<file path="src/rtl/xor_accum_pipe.sv">
// Per-beat XOR/XNOR with a running packet checksum, buffered in a DEPTH-entry output FIFO.
// Optional per-entry parity output (out_par) when XOR_ACCUM_PARITY_EN is defined.
module xor_accum_pipe #(
    parameter int W     = 8,
    parameter int DEPTH = 2,
    parameter int CW    = 16
) (
    input  logic          clk,
    input  logic          rst_n,
    input  logic          in_valid,
    output logic          in_ready,
    input  logic [W-1:0]  in_a,
    input  logic [W-1:0]  in_b,
    input  logic          in_inv,
    input  logic          in_last,
    output logic          out_valid,
    input  logic          out_ready,
    output logic [W-1:0]  out_data,
    output logic [W-1:0]  out_acc,
    output logic          out_last,
    output logic [CW-1:0] pkt_cnt
`ifdef XOR_ACCUM_PARITY_EN
    ,
    output logic          out_par
`endif
);

    localparam int AW = $clog2(DEPTH);
    localparam logic [AW:0] DEPTH_C = (AW+1)'(DEPTH);

    logic [AW-1:0] wr_ptr_q, wr_ptr_d;
    logic [AW-1:0] rd_ptr_q, rd_ptr_d;
    logic [AW:0]   count_q, count_d;
    logic [W-1:0]  acc_q, acc_d;
    logic [CW-1:0] pkt_cnt_q, pkt_cnt_d;

    logic [W-1:0]     data_mem_q [DEPTH];
    logic [W-1:0]     data_mem_d [DEPTH];
    logic [W-1:0]     accm_mem_q [DEPTH];
    logic [W-1:0]     accm_mem_d [DEPTH];
    logic [DEPTH-1:0] last_mem_q, last_mem_d;

    // Holds the last delivered head so the output ports stay stable while empty.
    logic [W-1:0] hold_data_q, hold_data_d;
    logic [W-1:0] hold_acc_q, hold_acc_d;
    logic         hold_last_q, hold_last_d;

`ifdef XOR_ACCUM_PARITY_EN
    logic [DEPTH-1:0] par_mem_q, par_mem_d;
    logic             hold_par_q, hold_par_d;
`endif

    logic         push;
    logic         pop;
    logic [W-1:0] r;
    logic [W-1:0] acc_next;

    assign in_ready  = (count_q < DEPTH_C);
    assign out_valid = (count_q != '0);
    assign push      = in_valid && in_ready;
    assign pop       = out_valid && out_ready;
    assign r         = in_inv ? ~(in_a ^ in_b) : (in_a ^ in_b);
    assign acc_next  = acc_q ^ r;

    assign out_data = out_valid ? data_mem_q[rd_ptr_q] : hold_data_q;
    assign out_acc  = out_valid ? accm_mem_q[rd_ptr_q] : hold_acc_q;
    assign out_last = out_valid ? last_mem_q[rd_ptr_q] : hold_last_q;
    assign pkt_cnt  = pkt_cnt_q;
`ifdef XOR_ACCUM_PARITY_EN
    assign out_par  = out_valid ? par_mem_q[rd_ptr_q] : hold_par_q;
`endif

    always_comb begin
        wr_ptr_d    = wr_ptr_q;
        rd_ptr_d    = rd_ptr_q;
        count_d     = count_q;
        acc_d       = acc_q;
        pkt_cnt_d   = pkt_cnt_q;
        data_mem_d  = data_mem_q;
        accm_mem_d  = accm_mem_q;
        last_mem_d  = last_mem_q;
        hold_data_d = out_data;
        hold_acc_d  = out_acc;
        hold_last_d = out_last;
`ifdef XOR_ACCUM_PARITY_EN
        par_mem_d   = par_mem_q;
        hold_par_d  = out_par;
`endif

        if (push) begin
            data_mem_d[wr_ptr_q] = r;
            accm_mem_d[wr_ptr_q] = acc_next;
            last_mem_d[wr_ptr_q] = in_last;
`ifdef XOR_ACCUM_PARITY_EN
            par_mem_d[wr_ptr_q]  = ^r;
`endif
            wr_ptr_d = wr_ptr_q + AW'(1);
            if (in_last) begin
                acc_d     = '0;
                pkt_cnt_d = pkt_cnt_q + CW'(1);
            end else begin
                acc_d = acc_next;
            end
        end

        if (pop) begin
            rd_ptr_d = rd_ptr_q + AW'(1);
        end

        case ({push, pop})
            2'b10:   count_d = count_q + (AW+1)'(1);
            2'b01:   count_d = count_q - (AW+1)'(1);
            default: count_d = count_q;
        endcase
    end

    always_ff @(posedge clk or negedge rst_n) begin
        if (!rst_n) begin
            wr_ptr_q    <= '0;
            rd_ptr_q    <= '0;
            count_q     <= '0;
            acc_q       <= '0;
            pkt_cnt_q   <= '0;
            data_mem_q  <= '{default: '0};
            accm_mem_q  <= '{default: '0};
            last_mem_q  <= '0;
            hold_data_q <= '0;
            hold_acc_q  <= '0;
            hold_last_q <= 1'b0;
`ifdef XOR_ACCUM_PARITY_EN
            par_mem_q   <= '0;
            hold_par_q  <= 1'b0;
`endif
        end else begin
            wr_ptr_q    <= wr_ptr_d;
            rd_ptr_q    <= rd_ptr_d;
            count_q     <= count_d;
            acc_q       <= acc_d;
            pkt_cnt_q   <= pkt_cnt_d;
            data_mem_q  <= data_mem_d;
            accm_mem_q  <= accm_mem_d;
            last_mem_q  <= last_mem_d;
            hold_data_q <= hold_data_d;
            hold_acc_q  <= hold_acc_d;
            hold_last_q <= hold_last_d;
`ifdef XOR_ACCUM_PARITY_EN
            par_mem_q   <= par_mem_d;
            hold_par_q  <= hold_par_d;
`endif
        end
    end

endmodule

</file>
<file path="config.mk">
export PLATFORM = sky130hd
export DESIGN_NAME = xor_accum_pipe
export DESIGN_NICKNAME = d
export VERILOG_FILES = /design/src/rtl/xor_accum_pipe.sv
export SDC_FILE = /design/constraint.sdc
export NUM_CORES = 1
export LEC_CHECK = 0
export CORE_MARGIN = 5
export CORE_UTILIZATION = 53
export DETAILED_ROUTE_END_ITERATION = 12
export PLACE_DENSITY = 0.79
export RECOVER_POWER = 25
export SYNTH_ARGS = -nofsm -noshare
export SYNTH_HDL_FRONTEND = slang
export SYNTH_SLANG_ARGS = --single-unit
</file>
<file path="constraint.sdc">
create_clock -name clk -period 2.25 [get_ports clk]
set_input_delay 0.225 -clock clk [delete_from_list [all_inputs] [get_ports clk]]
set_output_delay 0.225 -clock clk [all_outputs]
set_load 0.01 [all_outputs]
</file>
==> results of run 1 <==
## metrics by stage
stage                     setup slack (ps)  total power [mW]  util [%]
after floorplan                        627              3.78         -
after global placement                 275              4.79      64.6
after detailed placement               211              4.88      64.6
after CTS                             25.6              6.14      68.5
after global routing                 -4.63              6.66      69.1
final                                 91.2              6.23      69.1
## routing by layer
layer	global-route usage, %	part of all wire [%]	up-vias
met3	3.88	4.9	9
met5	0	0	-
met1	24.8	48	1171
li1	-	-	1220
met2	23.0	46	50
met4	5.87	1.2	0
## critical path, delay by kind of cell, from the launching register on
| kind | cells | cell delay, ps |
|---|---|---|
| multiplexers | 1 | 140 |
| flip-flops | 1 | 470 |
| AO/OA/AOI/OAI | 1 | 210 |
| buffers and inverters | 2 | 770 |
## power by group
| part | total, mW | internal (mW) | switching, mW |
|---|---|---|---|
| combinational | 2.59 | 1.31 | 1.28 |
| clock | 1.24 | 0.736 | 0.500 |
| sequential | 2.41 | 2.02 | 0.388 |
| total | 6.23 | 4.06 | 2.17 |
## cells by family (layout without fill, tap and decap cells)
| group | count (synthesis) | after routing | synth area share [%] |
|---|---|---|---|
| adders and majority gates | 2 | 2 | 0.717 |
| AOI/OAI and AO/OA | 57 | 57 | 8.32 |
| DFF | 79 | 79 | 56.6 |
| muxes | 26 | 26 | 7.53 |
| and+or+nand+nor | 101 | 104 | 13.1 |
| buffers and inverters | 20 | 82 | 2.72 |
| xor gates and xnor gates | 43 | 43 | 11.0 |
## cell type report
| cell class | count | area, sq um | share of cell area [%] |
|---|---|---|---|
| Tap cell | 77 | 96.3 | 2.18 |
| Sequential cell | 79 | 1980 | 44.8 |
| Clock inverter | 6 | 109 | 2.47 |
| Multi-Input combinational cell | 232 | 1450 | 32.9 |
| Timing Repair Buffer | 64 | 643 | 14.6 |
| Inverter | 2 | 7.51 | 0.170 |
| Clock buffer | 10 | 128 | 2.89 |
## what timing repair did
item,CTS,global route
gates cloned,0,3
hold endpoints to repair,50,0
buffers inserted,0,1
hold buffers,1,0
gates resized for setup,1,6
pin swaps,0,2
endpoints found under the setup margin,17,13
## Yosys cell counts (2+ instances only)
| library cell | number |
|---|---|
| xnor2_1 | 24 |
| mux2_2 | 2 |
| dfrtp_1 | 79 |
| nor2_1 | 27 |
| and4_1 | 2 |
| mux2i_1 | 24 |
| a21oi_1 | 17 |
| o21ai_1 | 2 |
| ha_1 | 2 |
| nand4_1 | 2 |
| xor2_1 | 18 |
| nand2_1 | 52 |
| and3_1 | 2 |
| clkbuf_1 | 8 |
| nand3_1 | 6 |
| buf_2 | 7 |
| o21ai_0 | 37 |
## sequential cells by signal, summed over array words and instances, names as in the netlist
| name | cells |
|---|---|
| wr_ptr_q | 1 |
| hold_data_q | 8 |
| last_mem_q | 2 |
| pkt_cnt | 16 |
| hold_last_q | 1 |
| data_mem_q | 16 |
| count_q | 2 |
| accm_mem_q | 16 |
| acc_q | 8 |
| rd_ptr_q | 1 |
| hold_acc_q | 8 |
## final timing paths
path | startpoint | to | slack (ps) | depth (start not counted)
max in group asynchronous | rst_n | count_q[0]$_DFFE_PN0P_ | 700 | 2
hold / removal | last_mem_q[0]$_DFFE_PN0P_ | last_mem_q[0]$_DFFE_PN0P_ | 480 | 2
setup reg to reg | count_q[1]$_DFFE_PN0P_ | count_q[1]$_DFFE_PN0P_ | 440 | 6
setup / recovery | rd_ptr_q$_DFFE_PN0P_ | out_acc[0] | 90 | 4
min in group asynchronous | rst_n | pkt_cnt[12]$_DFFE_PN0P_ | 700 | 2
hold reg to reg | last_mem_q[0]$_DFFE_PN0P_ | last_mem_q[0]$_DFFE_PN0P_ | 480 | 2
==> impl_metrics.json, run 1 <==
{
  "gr-total-overflow": 0,
  "htree_levels": 3,
  "clk_latency_ps": 340,
  "gp_congestion": 0.761,
  "synth_warnings": 0,
  "synth_ff_type": "dfrtp_1",
  "whs_ps": 478,
  "grt.total_usage_pct": 16.4,
  "worst_setup_path_start_kind": "flop",
  "async_reset_ff_share_pct": 100,
  "drt_first_pass_iters": 4,
  "fin_setup_tns_ps": 0,
  "cts_root_buf": "clkbuf_8",
  "tightest_slew_ps": 1300,
  "p_per_area_nw_per_um2": 1410,
  "io_buffers": 56,
  "finalCriticalPeriod_ps": 2160,
  "layout_common_cells": "dfrtp_1, clkdlybuf4s50_1, nand2_1",
  "postSynthCellCount": 328,
  "max_stage_delay_ps": 570,
  "drt-initial-drc-count": 105,
  "grt_pass1_vias": 2219,
  "seq_area_frac_synth_pct": 56.6,
  "drc": 0,
  "finClkSkew_ps": 13.3,
  "slew_viol_final": 0,
  "clk_pin_slew_ps": 70,
  "num_vias": 2450,
  "final_cells": 470,
  "slowest_stage": "clkdlybuf4s50_1",
  "period_share_pct": 95.9,
  "clock_sinks": 79,
  "fmax_mhz": 463,
  "worstPathRequired_ps": 2030,
  "grt_antenna_before_repair": 0,
  "fill_cells": 472,
  "placed_area_sq_um": 4130,
  "synth_cell_type_count": 34,
  "status": "complete, no violations",
  "end_kind": "output pin",
  "crit_chain": "buf_12 -> mux2i_1 -> a21oi_1 -> clkdlybuf4s50_1",
  "cts_buffers": 9,
  "dieArea_sq_um": 8310,
  "synth-edff-count": 0,
  "setup_violations": 0,
  "critPathKind": "flop to output pin",
  "yosysTopAreaCellShare_pct": 56.6,
  "drv_cap": 0,
  "fp.dieH_um": 91.2,
  "coreArea_sq_um": 6390,
  "synth_seq_cells": 79,
  "finalHoldViolCount": 0,
  "start_util_pct": 54.7,
  "syn_area_per_cell_sq_um": 10.6,
  "synth_fp_nets": 352,
  "crit_fanout": 15,
  "vdd_drop_max_v": 0.00104,
  "max_slew_margin_pct": 13.6,
  "synth_area_sq_um": 3490,
  "fin_area_sq_um": 4410,
  "grt_pass1_wl_um": 11000,
  "final_common_cell": "dfrtp_1",
  "p_leak_nw": 2.02,
  "layout.nets": 412,
  "areaGrowthSynthToFinish_pct": 26.5,
  "cts_tree": "built",
  "wl_per_cell_um": 14.9,
  "synth_area_leaders": "dfrtp_1, mux2i_1, xnor2_1, nand2_1, o21ai_0",
  "worstPathArrival_ps": 1930,
  "grt_max_degree": 52,
  "antenna_left": 0,
  "num_rows": 29,
  "routed_wl_um": 7010,
  "yosys.area.top_type": "dfrtp_1",
  "diodes": 0,
  "viasPerCell": 5.21,
  "io_pins": 57,
  "dpl.hpwl_um": 4450,
  "hp-class": "flop to flop",
  "die_w_um": 91.2,
  "dp.cells": 449,
  "drive_gt1_share_pct": 9.16,
  "cts_buffer_depth": 2
}
Power figures use the tool's default switching activity.
==> inputs of run 2 (changes only) <==
--- a/config.mk
+++ b/config.mk
@@ -5,8 +5,9 @@
 export SDC_FILE = /design/constraint.sdc
 export NUM_CORES = 1
 export LEC_CHECK = 0
+export ABC_AREA = 1
 export CORE_MARGIN = 5
-export CORE_UTILIZATION = 53
+export CORE_UTILIZATION = 54
 export DETAILED_ROUTE_END_ITERATION = 12
 export PLACE_DENSITY = 0.79
 export RECOVER_POWER = 25
==> constraint.sdc (replaced) <==
create_clock -name clk -period 2.25 [get_ports clk]
set_input_delay 0.225 -clock clk [delete_from_list [all_inputs] [get_ports clk]]
set_output_delay 0.225 -clock clk [all_outputs]
set_load 0.1 [all_outputs]
==> impl_metrics.json, run 2 <==
{
  "fp.dieH_um": 94.9,
  "synth_area_leaders": "dfrtp_1, nand2_1, nand3_1, o21ai_0, inv_1",
  "yosysMostFrequentCell": "nand2_1",
  "slowest_stage": "dfrtp_1",
  "layout.nets": 590,
  "synth_warnings": 0,
  "grt_pass1_vias": 3186,
  "grt.total_usage_pct": 20.7,
  "postSynthCellCount": 507,
  "fin_area_sq_um": 4950,
  "gp_congestion": 0.859,
  "crit_buf_inv": 2,
  "finalHoldViolCount": 0,
  "max_stage_delay_ps": 410,
  "final_cells": 670,
  "yosysTopAreaCellShare_pct": 50.8,
  "routed_wl_um": 8570,
  "ff2ff_path_depth": 6,
  "drt-initial-drc-count": 208,
  "num_rows": 31,
  "synth-edff-count": 0,
  "status": "complete, no violations",
  "diodes": 0,
  "synth_ff_type": "dfrtp_1",
  "critical_path_depth": 5,
  "final_common_cell": "nand2_1",
  "syn_area_per_cell_sq_um": 7.68,
  "finalCriticalPeriod_ps": 2070,
  "grt_antenna_before_repair": 0,
  "fmax_mhz": 483,
  "cts_buffer_depth": 2,
  "synthXorXnorAreaFrac_pct": 2.03,
  "cts_buffers": 9,
  "crit_chain": "nor2_2 -> buf_4 -> nand2_1 -> o21ai_1 -> buf_12",
  "clock_sinks": 79,
  "setup_violations": 0,
  "fin_setup_tns_ps": 0,
  "num_vias": 3436,
  "drt_first_pass_iters": 5,
  "max_slew_margin_pct": 40.5,
  "worstPathRequired_ps": 2030,
  "layout_common_cells": "nand2_1, dfrtp_1, nand3_1",
  "synth_compound_area_share_pct": 6.17,
  "yosys.area.top_type": "dfrtp_1",
  "cts_tree": "built",
  "synth_fa_ha_area_share_pct": 0.643,
  "cts_root_buf": "clkbuf_8",
  "synth_area_sq_um": 3890,
  "postCtsSetupRepairBufs": 0,
  "hp-class": "input port to asynchronous set/reset pin",
  "placed_area_sq_um": 4730,
  "grt_pass1_wl_um": 14600,
  "drive_gt1_share_pct": 13.5,
  "grt_max_degree": 68,
  "worst_setup_path_start_kind": "flop",
  "slew_viol_final": 0,
  "wl_per_cell_um": 12.8,
  "fill_cells": 576,
  "clk_latency_ps": 340,
  "synth_top_family_by_area": "simple AND/OR/NAND/NOR gates",
  "end_kind": "output pin",
  "async_reset_ff_share_pct": 100,
  "worstPathArrival_ps": 1840,
  "drc": 0,
  "crit_fanout": 35,
  "io_pins": 57,
  "dp.cells": 653,
  "postCtsResizedCells": 0,
  "synth_fp_nets": 531,
  "die_w_um": 94.9,
  "clk_pin_slew_ps": 80,
  "finClkSkew_ps": 6.56,
  "areaGrowthSynthToFinish_pct": 27.2,
  "cp_top_family": "buffers and inverters",
  "start_util_pct": 54.5,
  "coreArea_sq_um": 7140,
  "synth_seq_cells": 79,
  "seq_area_frac_synth_pct": 50.8,
  "antenna_left": 0,
  "r2r_slack_ps": 630,
  "io_buffers": 56,
  "gr-total-overflow": 0,
  "viasPerCell": 5.13,
  "drv_cap": 0,
  "tightest_slew_ps": 893,
  "yosys.area_share.simple_pct": 32.8,
  "netlist_top_cells_count": "nand2_1, dfrtp_1, nand3_1",
  "muxShareOfSynthArea_pct": 0,
  "dpl.hpwl_um": 6170,
  "period_share_pct": 92.0,
  "synth_cell_type_count": 23,
  "dieArea_sq_um": 9000,
  "htree_levels": 3,
  "critPathKind": "flop to output pin",
  "rsz0062_at_grt": "no"
}
[run 2: per-layer routing]
| layer | wire length (um) | vias to the layer above | GRT usage (%) |
|---|---|---|---|
| met4 | 145 | 0 | 8.53 |
| met3 | 453 | 13 | 3.90 |
| met5 | 0 | - | 0 |
| met2 | 4080 | 95 | 32.2 |
| met1 | 3890 | 1613 | 28.4 |
| li1 | - | 1715 | - |
[run 2: cell families (layout without fill, tap and decap cells)]
| logic type | after synthesis | count (layout) |
|---|---|---|
| AND/OR/NAND/NOR | 297 | 297 |
| flip-flops | 79 | 79 |
| buffers and inverters | 72 | 136 |
| AO/OA/AOI/OAI | 48 | 48 |
| XOR/XNOR | 9 | 9 |
| adder cells (fa/ha/maj) | 2 | 2 |
[run 2: final timing paths]
| kind | start | endpoint |
|---|---|---|
| setup / recovery | count_q[1]$_DFFE_PN0P_ | out_acc[0] |
| hold / removal | rst_n | hold_data_q[5]$_DFF_PN0_ |
| setup reg to reg | count_q[1]$_DFFE_PN0P_ | count_q[1]$_DFFE_PN0P_ |
| hold reg to reg | data_mem_q[8]$_DFFE_PN0P_ | data_mem_q[8]$_DFFE_PN0P_ |
| max in group asynchronous | rst_n | accm_mem_q[6]$_DFFE_PN0P_ |
| min in group clk | data_mem_q[8]$_DFFE_PN0P_ | data_mem_q[8]$_DFFE_PN0P_ |
[run 2: repair_timing]
| item | 4_1_cts | 5_1_grt |
|---|---|---|
| setup endpoints to repair | 0 | 0 |
| endpoints found under the hold margin | 12 | 0 |
| hold buffers | 1 | 0 |
[run 2: final cells by class]
| class | count | area [sq um] | share of cell area (%) |
|---|---|---|---|
| timing repair buffer | 64 | 754 | 15.2 |
| inverter | 56 | 210 | 4.25 |
| tap | 99 | 124 | 2.50 |
| sequential | 79 | 1980 | 39.9 |
| clock inverter | 3 | 65.1 | 1.31 |
| clock buffer | 13 | 159 | 3.21 |
| multi-input combinational | 356 | 1660 | 33.5 |
[run 2: per-stage QoR]
| step | hold slack, ps | worst slack (ps) | utilization [%] |
|---|---|---|---|
| finish | 429 | 180 | 69.3 |
| global route | 489 | 69.3 | 69.3 |
| CTS | 266 | 167 | 69.6 |
| detailed placement | 84.4 | 352 | 66.3 |
| global placement | 82.1 | 395 | 66.3 |
| floorplan | -70.6 | -171 | - |
[run 2: worst register-to-register path, delay by kind of cell (launching register included)]
kind | cells | cell delay, ps
xor+xnor | 1 | 150
buf+inv | 1 | 140
flops | 1 | 410
compound gates | 2 | 220
fa+ha+maj | 1 | 390
simple gates | 1 | 200
Power of run 2 is left out: the tool's default activity adds up to more than one toggle a clock period on the data nets, which glitch-free logic cannot reach.
